[src/rtl/wiz_pkg.sv]
// Shared definitions for the CPLD-side W5300 bus blocks: FSM encoding, default timing, request record.
// Latency: n/a (types and constants only).
// Backpressure: n/a.
package wiz_pkg;

  // Bus-cycle phases; the encoding is shared with the other CPLD bus blocks.
  typedef enum logic [2:0] {
    ST_IDLE    = 3'd0,
    ST_SETUP   = 3'd1,
    ST_STROBE  = 3'd2,
    ST_HOLD    = 3'd3,
    ST_RECOVER = 3'd4
  } wiz_state_t;

  // Default W5300 timing in fclk cycles.
  localparam int DEF_SETUP_CYC    = 1;
  localparam int DEF_STROBE_CYC   = 3;
  localparam int DEF_HOLD_CYC     = 1;
  localparam int DEF_RECOVERY_CYC = 2;
  localparam int DEF_CNT_W        = 3;

  // One decoded access: direction, W5300 address and write data.
  typedef struct packed {
    logic       wr;
    logic [9:0] addr;
    logic [7:0] wdata;
  } wiz_req_t;

endpackage

[src/rtl/wiz_bus_cycle_if.sv]
// Request/response and W5300 pin bundle for the bus-cycle engine.
// Latency: n/a (wiring only).
// Backpressure: n/a; the engine exports busy/zwait_n/ovr for the requester.
interface wiz_bus_cycle_if;

  logic       req;
  logic       req_wr;
  logic [9:0] req_addr;
  logic [7:0] req_wdata;
  logic       busy;
  logic       done;
  logic [7:0] rd_data;
  logic       ovr;
  logic       ovr_clr;
  logic       zwait_n;
  logic [9:0] w5300_addr;
  logic       w5300_cs_n;
  logic       w5300_rd_n;
  logic       w5300_wr_n;
  logic [7:0] w5300_dout;
  logic       w5300_doe;
  logic [7:0] w5300_din;

  // Requester side (address mapper plus the W5300 data input).
  modport master (
    output req, req_wr, req_addr, req_wdata, ovr_clr, w5300_din,
    input  busy, done, rd_data, ovr, zwait_n,
    input  w5300_addr, w5300_cs_n, w5300_rd_n, w5300_wr_n, w5300_dout, w5300_doe
  );

  // Bus-cycle engine side.
  modport slave (
    input  req, req_wr, req_addr, req_wdata, ovr_clr, w5300_din,
    output busy, done, rd_data, ovr, zwait_n,
    output w5300_addr, w5300_cs_n, w5300_rd_n, w5300_wr_n, w5300_dout, w5300_doe
  );

endinterface

[src/rtl/wiz_cyc_timer.sv]
// Loadable down-counter timing each bus-cycle phase; tc flags the last cycle of a phase.
// Latency: load takes effect on the next edge; tc is combinational from the count.
// Backpressure: none; it stops at zero and holds there until reloaded.
module wiz_cyc_timer #(
  parameter int CNT_W = 3
) (
  input  logic             fclk,
  input  logic             rst,
  input  logic             load,
  input  logic [CNT_W-1:0] load_val,
  output logic [CNT_W-1:0] cnt,
  output logic             tc
);

  logic [CNT_W-1:0] cnt_q, cnt_d;

  // Reload on phase entry, otherwise count down and park at zero.
  always_comb begin
    cnt_d = cnt_q;
    if (load) begin
      cnt_d = load_val;
    end else if (cnt_q != '0) begin
      cnt_d = cnt_q - CNT_W'(1);
    end
  end

  // Count register.
  always_ff @(posedge fclk) begin
    if (rst) begin
      cnt_q <= '0;
    end else begin
      cnt_q <= cnt_d;
    end
  end

  assign cnt = cnt_q;
  assign tc  = (cnt_q == '0);

endmodule

[src/rtl/wiz_bus_cycle.sv]
// Runs W5300 nCS/nRD/nWR bus cycles for Z80 window accesses with programmable phase timing.
// Latency: req edge to done = 1+SETUP_CYC+STROBE_CYC cycles; pins lag the FSM state by one register.
// Backpressure: zwait_n stalls the Z80; one pending slot, further reqs while full are dropped into ovr.
module wiz_bus_cycle
  import wiz_pkg::*;
#(
  parameter int SETUP_CYC    = DEF_SETUP_CYC,
  parameter int STROBE_CYC   = DEF_STROBE_CYC,
  parameter int HOLD_CYC     = DEF_HOLD_CYC,
  parameter int RECOVERY_CYC = DEF_RECOVERY_CYC,
  parameter int CNT_W        = DEF_CNT_W
) (
  input  logic            fclk,
  input  logic            rst,
  wiz_bus_cycle_if.slave  bus
);

  wiz_state_t       state_q, state_d;
  wiz_req_t         act_q, act_d;
  wiz_req_t         pend_q, pend_d;
  logic             pend_vld_q, pend_vld_d;
  logic             ovr_q, ovr_d;
  logic             busy_q, busy_d;
  logic             done_q, done_d;
  logic [7:0]       rd_data_q, rd_data_d;
  logic             zwait_n_q, zwait_n_d;
  logic [9:0]       addr_q, addr_d;
  logic             cs_n_q, cs_n_d;
  logic             rd_n_q, rd_n_d;
  logic             wr_n_q, wr_n_d;
  logic [7:0]       dout_q, dout_d;
  logic             doe_q, doe_d;

  logic             tmr_load;
  logic [CNT_W-1:0] tmr_load_val;
  logic [CNT_W-1:0] tmr_cnt;
  logic             tmr_tc;
  logic             consume;
  wiz_req_t         new_req;
  logic             in_cyc;
  logic             hold_first;

  wiz_cyc_timer #(.CNT_W(CNT_W)) u_timer (
    .fclk     (fclk),
    .rst      (rst),
    .load     (tmr_load),
    .load_val (tmr_load_val),
    .cnt      (tmr_cnt),
    .tc       (tmr_tc)
  );

  // Phase sequencing, pending-slot bookkeeping and sticky overflow.
  always_comb begin
    state_d      = state_q;
    act_d        = act_q;
    pend_d       = pend_q;
    pend_vld_d   = pend_vld_q;
    ovr_d        = ovr_q;
    tmr_load     = 1'b0;
    tmr_load_val = '0;
    consume      = 1'b0;
    new_req      = '{wr: bus.req_wr, addr: bus.req_addr, wdata: bus.req_wdata};

    case (state_q)
      ST_IDLE: begin
        // A slot filled while RECOVER ended is served before any new req.
        if (pend_vld_q) begin
          act_d        = pend_q;
          consume      = 1'b1;
          state_d      = ST_SETUP;
          tmr_load     = 1'b1;
          tmr_load_val = CNT_W'(SETUP_CYC - 1);
        end else if (bus.req) begin
          act_d        = new_req;
          state_d      = ST_SETUP;
          tmr_load     = 1'b1;
          tmr_load_val = CNT_W'(SETUP_CYC - 1);
        end
      end
      ST_SETUP: begin
        if (tmr_tc) begin
          state_d      = ST_STROBE;
          tmr_load     = 1'b1;
          tmr_load_val = CNT_W'(STROBE_CYC - 1);
        end
      end
      ST_STROBE: begin
        if (tmr_tc) begin
          state_d      = ST_HOLD;
          tmr_load     = 1'b1;
          tmr_load_val = CNT_W'(HOLD_CYC - 1);
        end
      end
      ST_HOLD: begin
        if (tmr_tc) begin
          state_d      = ST_RECOVER;
          tmr_load     = 1'b1;
          tmr_load_val = CNT_W'(RECOVERY_CYC - 1);
        end
      end
      ST_RECOVER: begin
        if (tmr_tc) begin
          if (pend_vld_q) begin
            act_d        = pend_q;
            consume      = 1'b1;
            state_d      = ST_SETUP;
            tmr_load     = 1'b1;
            tmr_load_val = CNT_W'(SETUP_CYC - 1);
          end else begin
            state_d = ST_IDLE;
          end
        end
      end
      default: state_d = ST_IDLE;
    endcase

    if (consume) begin
      pend_vld_d = 1'b0;
    end

    // Clear first so that a same-cycle drop wins.
    if (bus.ovr_clr) begin
      ovr_d = 1'b0;
    end

    // Any req that does not start a cycle directly goes to the slot or is dropped.
    if (bus.req && !(state_q == ST_IDLE && !pend_vld_q)) begin
      if (!pend_vld_q || consume) begin
        pend_vld_d = 1'b1;
        pend_d     = new_req;
      end else begin
        ovr_d = 1'b1;
      end
    end
  end

  // Pin and status values for the next cycle, decoded from the current phase.
  always_comb begin
    in_cyc     = (state_q == ST_SETUP) || (state_q == ST_STROBE) || (state_q == ST_HOLD);
    hold_first = (state_q == ST_HOLD) && (tmr_cnt == CNT_W'(HOLD_CYC - 1));

    busy_d    = (state_q != ST_IDLE) || pend_vld_q;
    done_d    = hold_first;
    zwait_n_d = !((state_q == ST_SETUP) || (state_q == ST_STROBE));
    cs_n_d    = !in_cyc;
    rd_n_d    = !((state_q == ST_STROBE) && !act_q.wr);
    wr_n_d    = !((state_q == ST_STROBE) && act_q.wr);
    doe_d     = in_cyc && act_q.wr;

    // The edge that ends the last strobe cycle is the one that sees the first HOLD phase.
    rd_data_d = rd_data_q;
    if (hold_first && !act_q.wr) begin
      rd_data_d = bus.w5300_din;
    end

    // Address and write data change only at SETUP so they stay stable through HOLD.
    addr_d = addr_q;
    dout_d = dout_q;
    if (state_q == ST_SETUP) begin
      addr_d = act_q.addr;
      if (act_q.wr) begin
        dout_d = act_q.wdata;
      end
    end
  end

  // All state and registered outputs; reset drops strobes at once, no partial cycle.
  always_ff @(posedge fclk) begin
    if (rst) begin
      state_q    <= ST_IDLE;
      act_q      <= '0;
      pend_q     <= '0;
      pend_vld_q <= 1'b0;
      ovr_q      <= 1'b0;
      busy_q     <= 1'b0;
      done_q     <= 1'b0;
      rd_data_q  <= 8'h00;
      zwait_n_q  <= 1'b1;
      addr_q     <= 10'h000;
      cs_n_q     <= 1'b1;
      rd_n_q     <= 1'b1;
      wr_n_q     <= 1'b1;
      dout_q     <= 8'h00;
      doe_q      <= 1'b0;
    end else begin
      state_q    <= state_d;
      act_q      <= act_d;
      pend_q     <= pend_d;
      pend_vld_q <= pend_vld_d;
      ovr_q      <= ovr_d;
      busy_q     <= busy_d;
      done_q     <= done_d;
      rd_data_q  <= rd_data_d;
      zwait_n_q  <= zwait_n_d;
      addr_q     <= addr_d;
      cs_n_q     <= cs_n_d;
      rd_n_q     <= rd_n_d;
      wr_n_q     <= wr_n_d;
      dout_q     <= dout_d;
      doe_q      <= doe_d;
    end
  end

  assign bus.busy       = busy_q;
  assign bus.done       = done_q;
  assign bus.rd_data    = rd_data_q;
  assign bus.ovr        = ovr_q;
  assign bus.zwait_n    = zwait_n_q;
  assign bus.w5300_addr = addr_q;
  assign bus.w5300_cs_n = cs_n_q;
  assign bus.w5300_rd_n = rd_n_q;
  assign bus.w5300_wr_n = wr_n_q;
  assign bus.w5300_dout = dout_q;
  assign bus.w5300_doe  = doe_q;

endmodule

[src/flat_wrapper.sv]
// flat-port wrapper written by rule: the top's interface ports become plain ports
module wiz_bus_cycle_flat import wiz_pkg::*;
#(
  parameter int SETUP_CYC    = DEF_SETUP_CYC,
  parameter int STROBE_CYC   = DEF_STROBE_CYC,
  parameter int HOLD_CYC     = DEF_HOLD_CYC,
  parameter int RECOVERY_CYC = DEF_RECOVERY_CYC,
  parameter int CNT_W        = DEF_CNT_W
)
  (fclk, rst, bus_req, bus_req_wr, bus_req_addr, bus_req_wdata, bus_ovr_clr, bus_w5300_din, bus_busy, bus_done, bus_rd_data, bus_ovr, bus_zwait_n, bus_w5300_addr, bus_w5300_cs_n, bus_w5300_rd_n, bus_w5300_wr_n, bus_w5300_dout, bus_w5300_doe);
  wiz_bus_cycle_if bus_i ();
  input  logic fclk;
  input  logic rst;
  input wire logic [$bits(bus_i.req)-1:0] bus_req;
  input wire logic [$bits(bus_i.req_wr)-1:0] bus_req_wr;
  input wire logic [$bits(bus_i.req_addr)-1:0] bus_req_addr;
  input wire logic [$bits(bus_i.req_wdata)-1:0] bus_req_wdata;
  input wire logic [$bits(bus_i.ovr_clr)-1:0] bus_ovr_clr;
  input wire logic [$bits(bus_i.w5300_din)-1:0] bus_w5300_din;
  output wire logic [$bits(bus_i.busy)-1:0] bus_busy;
  output wire logic [$bits(bus_i.done)-1:0] bus_done;
  output wire logic [$bits(bus_i.rd_data)-1:0] bus_rd_data;
  output wire logic [$bits(bus_i.ovr)-1:0] bus_ovr;
  output wire logic [$bits(bus_i.zwait_n)-1:0] bus_zwait_n;
  output wire logic [$bits(bus_i.w5300_addr)-1:0] bus_w5300_addr;
  output wire logic [$bits(bus_i.w5300_cs_n)-1:0] bus_w5300_cs_n;
  output wire logic [$bits(bus_i.w5300_rd_n)-1:0] bus_w5300_rd_n;
  output wire logic [$bits(bus_i.w5300_wr_n)-1:0] bus_w5300_wr_n;
  output wire logic [$bits(bus_i.w5300_dout)-1:0] bus_w5300_dout;
  output wire logic [$bits(bus_i.w5300_doe)-1:0] bus_w5300_doe;
  assign bus_i.req = bus_req;
  assign bus_i.req_wr = bus_req_wr;
  assign bus_i.req_addr = bus_req_addr;
  assign bus_i.req_wdata = bus_req_wdata;
  assign bus_i.ovr_clr = bus_ovr_clr;
  assign bus_i.w5300_din = bus_w5300_din;
  assign bus_busy = bus_i.busy;
  assign bus_done = bus_i.done;
  assign bus_rd_data = bus_i.rd_data;
  assign bus_ovr = bus_i.ovr;
  assign bus_zwait_n = bus_i.zwait_n;
  assign bus_w5300_addr = bus_i.w5300_addr;
  assign bus_w5300_cs_n = bus_i.w5300_cs_n;
  assign bus_w5300_rd_n = bus_i.w5300_rd_n;
  assign bus_w5300_wr_n = bus_i.w5300_wr_n;
  assign bus_w5300_dout = bus_i.w5300_dout;
  assign bus_w5300_doe = bus_i.w5300_doe;
  wiz_bus_cycle #(.SETUP_CYC(SETUP_CYC), .STROBE_CYC(STROBE_CYC), .HOLD_CYC(HOLD_CYC), .RECOVERY_CYC(RECOVERY_CYC), .CNT_W(CNT_W)) u_core (.fclk(fclk), .rst(rst), .bus(bus_i));
endmodule
[config.mk]
export PLATFORM = sky130hd
export DESIGN_NAME = wiz_bus_cycle_flat
export DESIGN_NICKNAME = d
export VERILOG_FILES = /design/src/rtl/wiz_pkg.sv /design/src/rtl/wiz_bus_cycle_if.sv /design/src/rtl/wiz_cyc_timer.sv /design/src/rtl/wiz_bus_cycle.sv /design/src/flat_wrapper.sv
export SDC_FILE = /design/constraint.sdc
export NUM_CORES = 1
export LEC_CHECK = 0
export BUFFER_PORTS_ARGS = -buffer_cell sky130_fd_sc_hd__buf_2
export CAP_MARGIN = 15
export CORE_AREA = 2 2 103 75
export CTS_BUF_LIST = sky130_fd_sc_hd__clkbuf_8
export DETAILED_ROUTE_END_ITERATION = 8
export DIE_AREA = 0 0 105 77
export HOLD_SLACK_MARGIN = 0.12
export PLACE_DENSITY_LB_ADDON = 0.1
export SLEW_MARGIN = 20
export SYNTH_ARGS = -nofsm -noshare
export SYNTH_HDL_FRONTEND = slang
export SYNTH_SLANG_ARGS = --single-unit
[constraint.sdc]
create_clock -name fclk -period 2.2 [get_ports fclk]
set_clock_uncertainty 0.05 [all_clocks]
set_input_delay 0.11 -clock fclk [delete_from_list [all_inputs] [get_ports fclk]]
set_output_delay 0.11 -clock fclk [all_outputs]
set_load 0.05 [all_outputs]
==> impl_metrics.json <==
{
  "outcome": "finished clean",
  "grt_pass1_vias": 2635,
  "worstPathMaxFanout": 9,
  "clock_latency_ns": 0.36,
  "fillers": 634,
  "antennaDiodeCount": 0,
  "syn_inst": 365,
  "slew_headroom_pct": 45.9,
  "via_per_inst": 4.92,
  "cts_made_buffers": 9,
  "critPathKind": "reg -> reg",
  "maxCapViolations": 0,
  "min_period_ns": 1.99,
  "drc": 0,
  "wirelength_um": 7400,
  "grt_overflow": 0,
  "max_freq_mhz": 501,
  "slowest_stage": "dlygate4sd3_1",
  "max_stage_delay_ns": 0.58,
  "fin_setup_tns_ns": 0,
  "cts_root_buffer": "clkbuf_8",
  "drive_gt1_share_pct": 26.6,
  "synth.largest_area_cell": "dfxtp_1",
  "synth_top_area_share_pct": 45.4,
  "ant_nets": 0,
  "synth.area.top_cells": "dfxtp_1 (45%), mux2i_1 (11%), a311oi_2 (8.2%)",
  "min_path_type": "in -> reg",
  "first_pass_iters": 4,
  "path_cells": "inv_1 -> ha_1 -> ha_2 -> o21ai_2 -> a32oi_1 -> dlygate4sd3_1 -> nor2_1",
  "tritoncts": "done",
  "synth_cell_types": 35,
  "die_w_um": 105,
  "r2r_cells": 7,
  "grtUsageTotal_pct": 19.4,
  "p_per_area_nw_per_um2": 1290,
  "coreArea_um2": 7090,
  "synthToLayoutAreaGrowth_pct": 27.4,
  "cts.path.max_buffers": 2,
  "avgRoutedWirePerCell_um": 13.3,
  "grt_pass1_wl_um": 12400,
  "drtIter0Drc": 96,
  "crit_path_end_kind": "register",
  "io_buffers": 64,
  "ys_warn_count": 0,
  "avgSynthCellArea_um2": 9.54,
  "critPathArrivalTime_ns": 2.24,
  "required_ns": 2.45,
  "finalHoldViolCount": 0,
  "p_leak_nw": 1.81,
  "start_util_pct": 49.1,
  "pin_count": 65,
  "die_h_um": 77,
  "holdPathStages": 2,
  "synth_area_um2": 3480,
  "num_rows": 26,
  "worst_pin_slew_ns": 0.811,
  "finalCritPeriodShare_pct": 90.6,
  "ir_worst_vdd_v": 0.000504,
  "h-tree-depth": 3,
  "dp_hpwl_um": 4640,
  "layout.nets": 486,
  "seq_area_frac_synth_pct": 45.4,
  "clk_pin_slew_ns": 0.08,
  "antenna_found_initial": 0,
  "slew_violations": 0,
  "setup_viol": 0,
  "die-area_um2": 8090,
  "grt_max_degree": 46,
  "rsz0062_at_grt": "no",
  "num_vias": 2738,
  "clock-sinks": 79,
  "synth_nets": 398,
  "cp-start-kind": "register",
  "ys_seq_elements": 79,
  "place_congestion": 0.820,
  "finalPower_mw": 5.73
}
==> cell usage in the layout (no fill, tap or decap), drive strengths merged, types with 3 or more instances in the layout <==
cell type,n
dfxtp,79
buf,77
nor2,47
nand2,42
nand2b,40
mux2i,37
dlygate4sd3,30
o21ai,27
a311oi,20
a21oi,13
clkbuf,10
inv,6
nor2b,3
nor3,3
bufinv,3
==> metal layers <==
metal | up-vias | track usage (%) | wire, um
met2 | 50 | 32.1 | 3300
met4 | 0 | 6.00 | 93
met3 | 10 | 6.12 | 323
li1 | 1418 | - | -
met5 | - | 0 | 0
met1 | 1260 | 24.1 | 3680
==> what timing repair did <==
| action | 4_1_cts | 5_1_grt |
|---|---|---|
| hold buffers | 30 | 0 |
| endpoints found under the hold margin | 48 | 0 |
| gates resized for setup | 0 | 1 |
| endpoints found under the setup margin | 0 | 1 |
| buffers inserted | 0 | 0 |
==> critical path, delay by kind of cell, from the launching register on <==
family	cells	cell delay, ns
AND/OR/NAND/NOR	1	0.08
buffers and inverters	2	0.63
adder cells (fa/ha/maj)	2	0.45
AO/OA/AOI/OAI	2	0.37
flip-flops	1	0.35
==> kinds of logic after synthesis <==
group                    Yosys count  synth area share (%)
flip-flops                        79                  45.4
XOR/XNOR                           2                 0.503
adder cells (fa/ha/maj)            2                 0.719
buffers and inverters             36                  6.04
multiplexers                      37                  10.6
AND/OR/NAND/NOR                  143                  20.3
AO/OA/AOI/OAI                     66                  16.3
==> area by class of cell <==
cell class	instances	area, um^2	share of cell area (%)
multi-input combinational	250	1710	38.5
sequential	79	1580	35.7
timing repair buffer	107	756	17.0
clock buffer	10	138	3.10
tap	98	123	2.76
clock inverter	6	108	2.43
inverter	6	22.5	0.508
==> report_power, final <==
part	total [mW]	internal [mW]	leakage [nW]	switching (mW)
combinational	2.38	0.967	1.04	1.41
clock	1.30	0.780	0.122	0.520
sequential	2.06	1.80	0.646	0.259
total	5.73	3.54	1.81	2.19
==> path summary, 6_finish.rpt <==
path | startpoint | end | slack (ns)
setup / recovery | u_core.u_timer.cnt[0] | u_core.bus.ovr | 0.21
hold / removal | rst | u_core.bus.w5300_addr[9] | 0.28
setup reg to reg | u_core.u_timer.cnt[0] | u_core.bus.ovr | 0.21
hold reg to reg | u_core.bus.w5300_dout[6] | u_core.bus.w5300_dout[6] | 0.40
==> cell usage after synthesis (all sizes together) <==
cell type and count:
mux2i 37, a21oi 13, or2 1, o21bai 1
buf 15, nand2 42, nand4b 1, xor2 2
nand4 2, a311oi 20, dfxtp 79, ha 2
nor2b 3, o21ai 27, nor2 47, a31oi 2
nor3b 1, or3 1, nand2b 40, a221oi 1
a32oi 1, and3 1, inv 6, nor3 3
a2111oi 1, clkbuf 15, and2 1
==> sequential cells by signal (all words and copies together), names as in the netlist <==
signal,cells
u_core.act_q,19
u_core.pend_q,19
u_core.bus.w5300_addr,10
u_core.bus.rd_data,8
u_core.bus.w5300_dout,8
u_core.state_q,3
u_core.u_timer.cnt,3
u_core.bus.busy,1
u_core.bus.done,1
u_core.bus.ovr,1
u_core.bus.w5300_cs_n,1
u_core.bus.w5300_doe,1
u_core.bus.w5300_rd_n,1
u_core.bus.w5300_wr_n,1
u_core.bus.zwait_n,1
u_core.pend_vld_q,1
==> through the flow <==
step                hold slack (ns)  util [%]  cell area, um^2  cells  worst slack [ns]
floorplan                     0.207         -             3480    365             0.501
global placement              0.295      54.8             3890    510             0.289
detailed placement            0.309      54.8             3890    510             0.204
CTS                           0.256      62.5             4430    556             0.154
global route                  0.313      62.5             4440    556            0.0903
finish                        0.280      62.5             4440    556             0.206
Power figures use the tool's default switching activity.
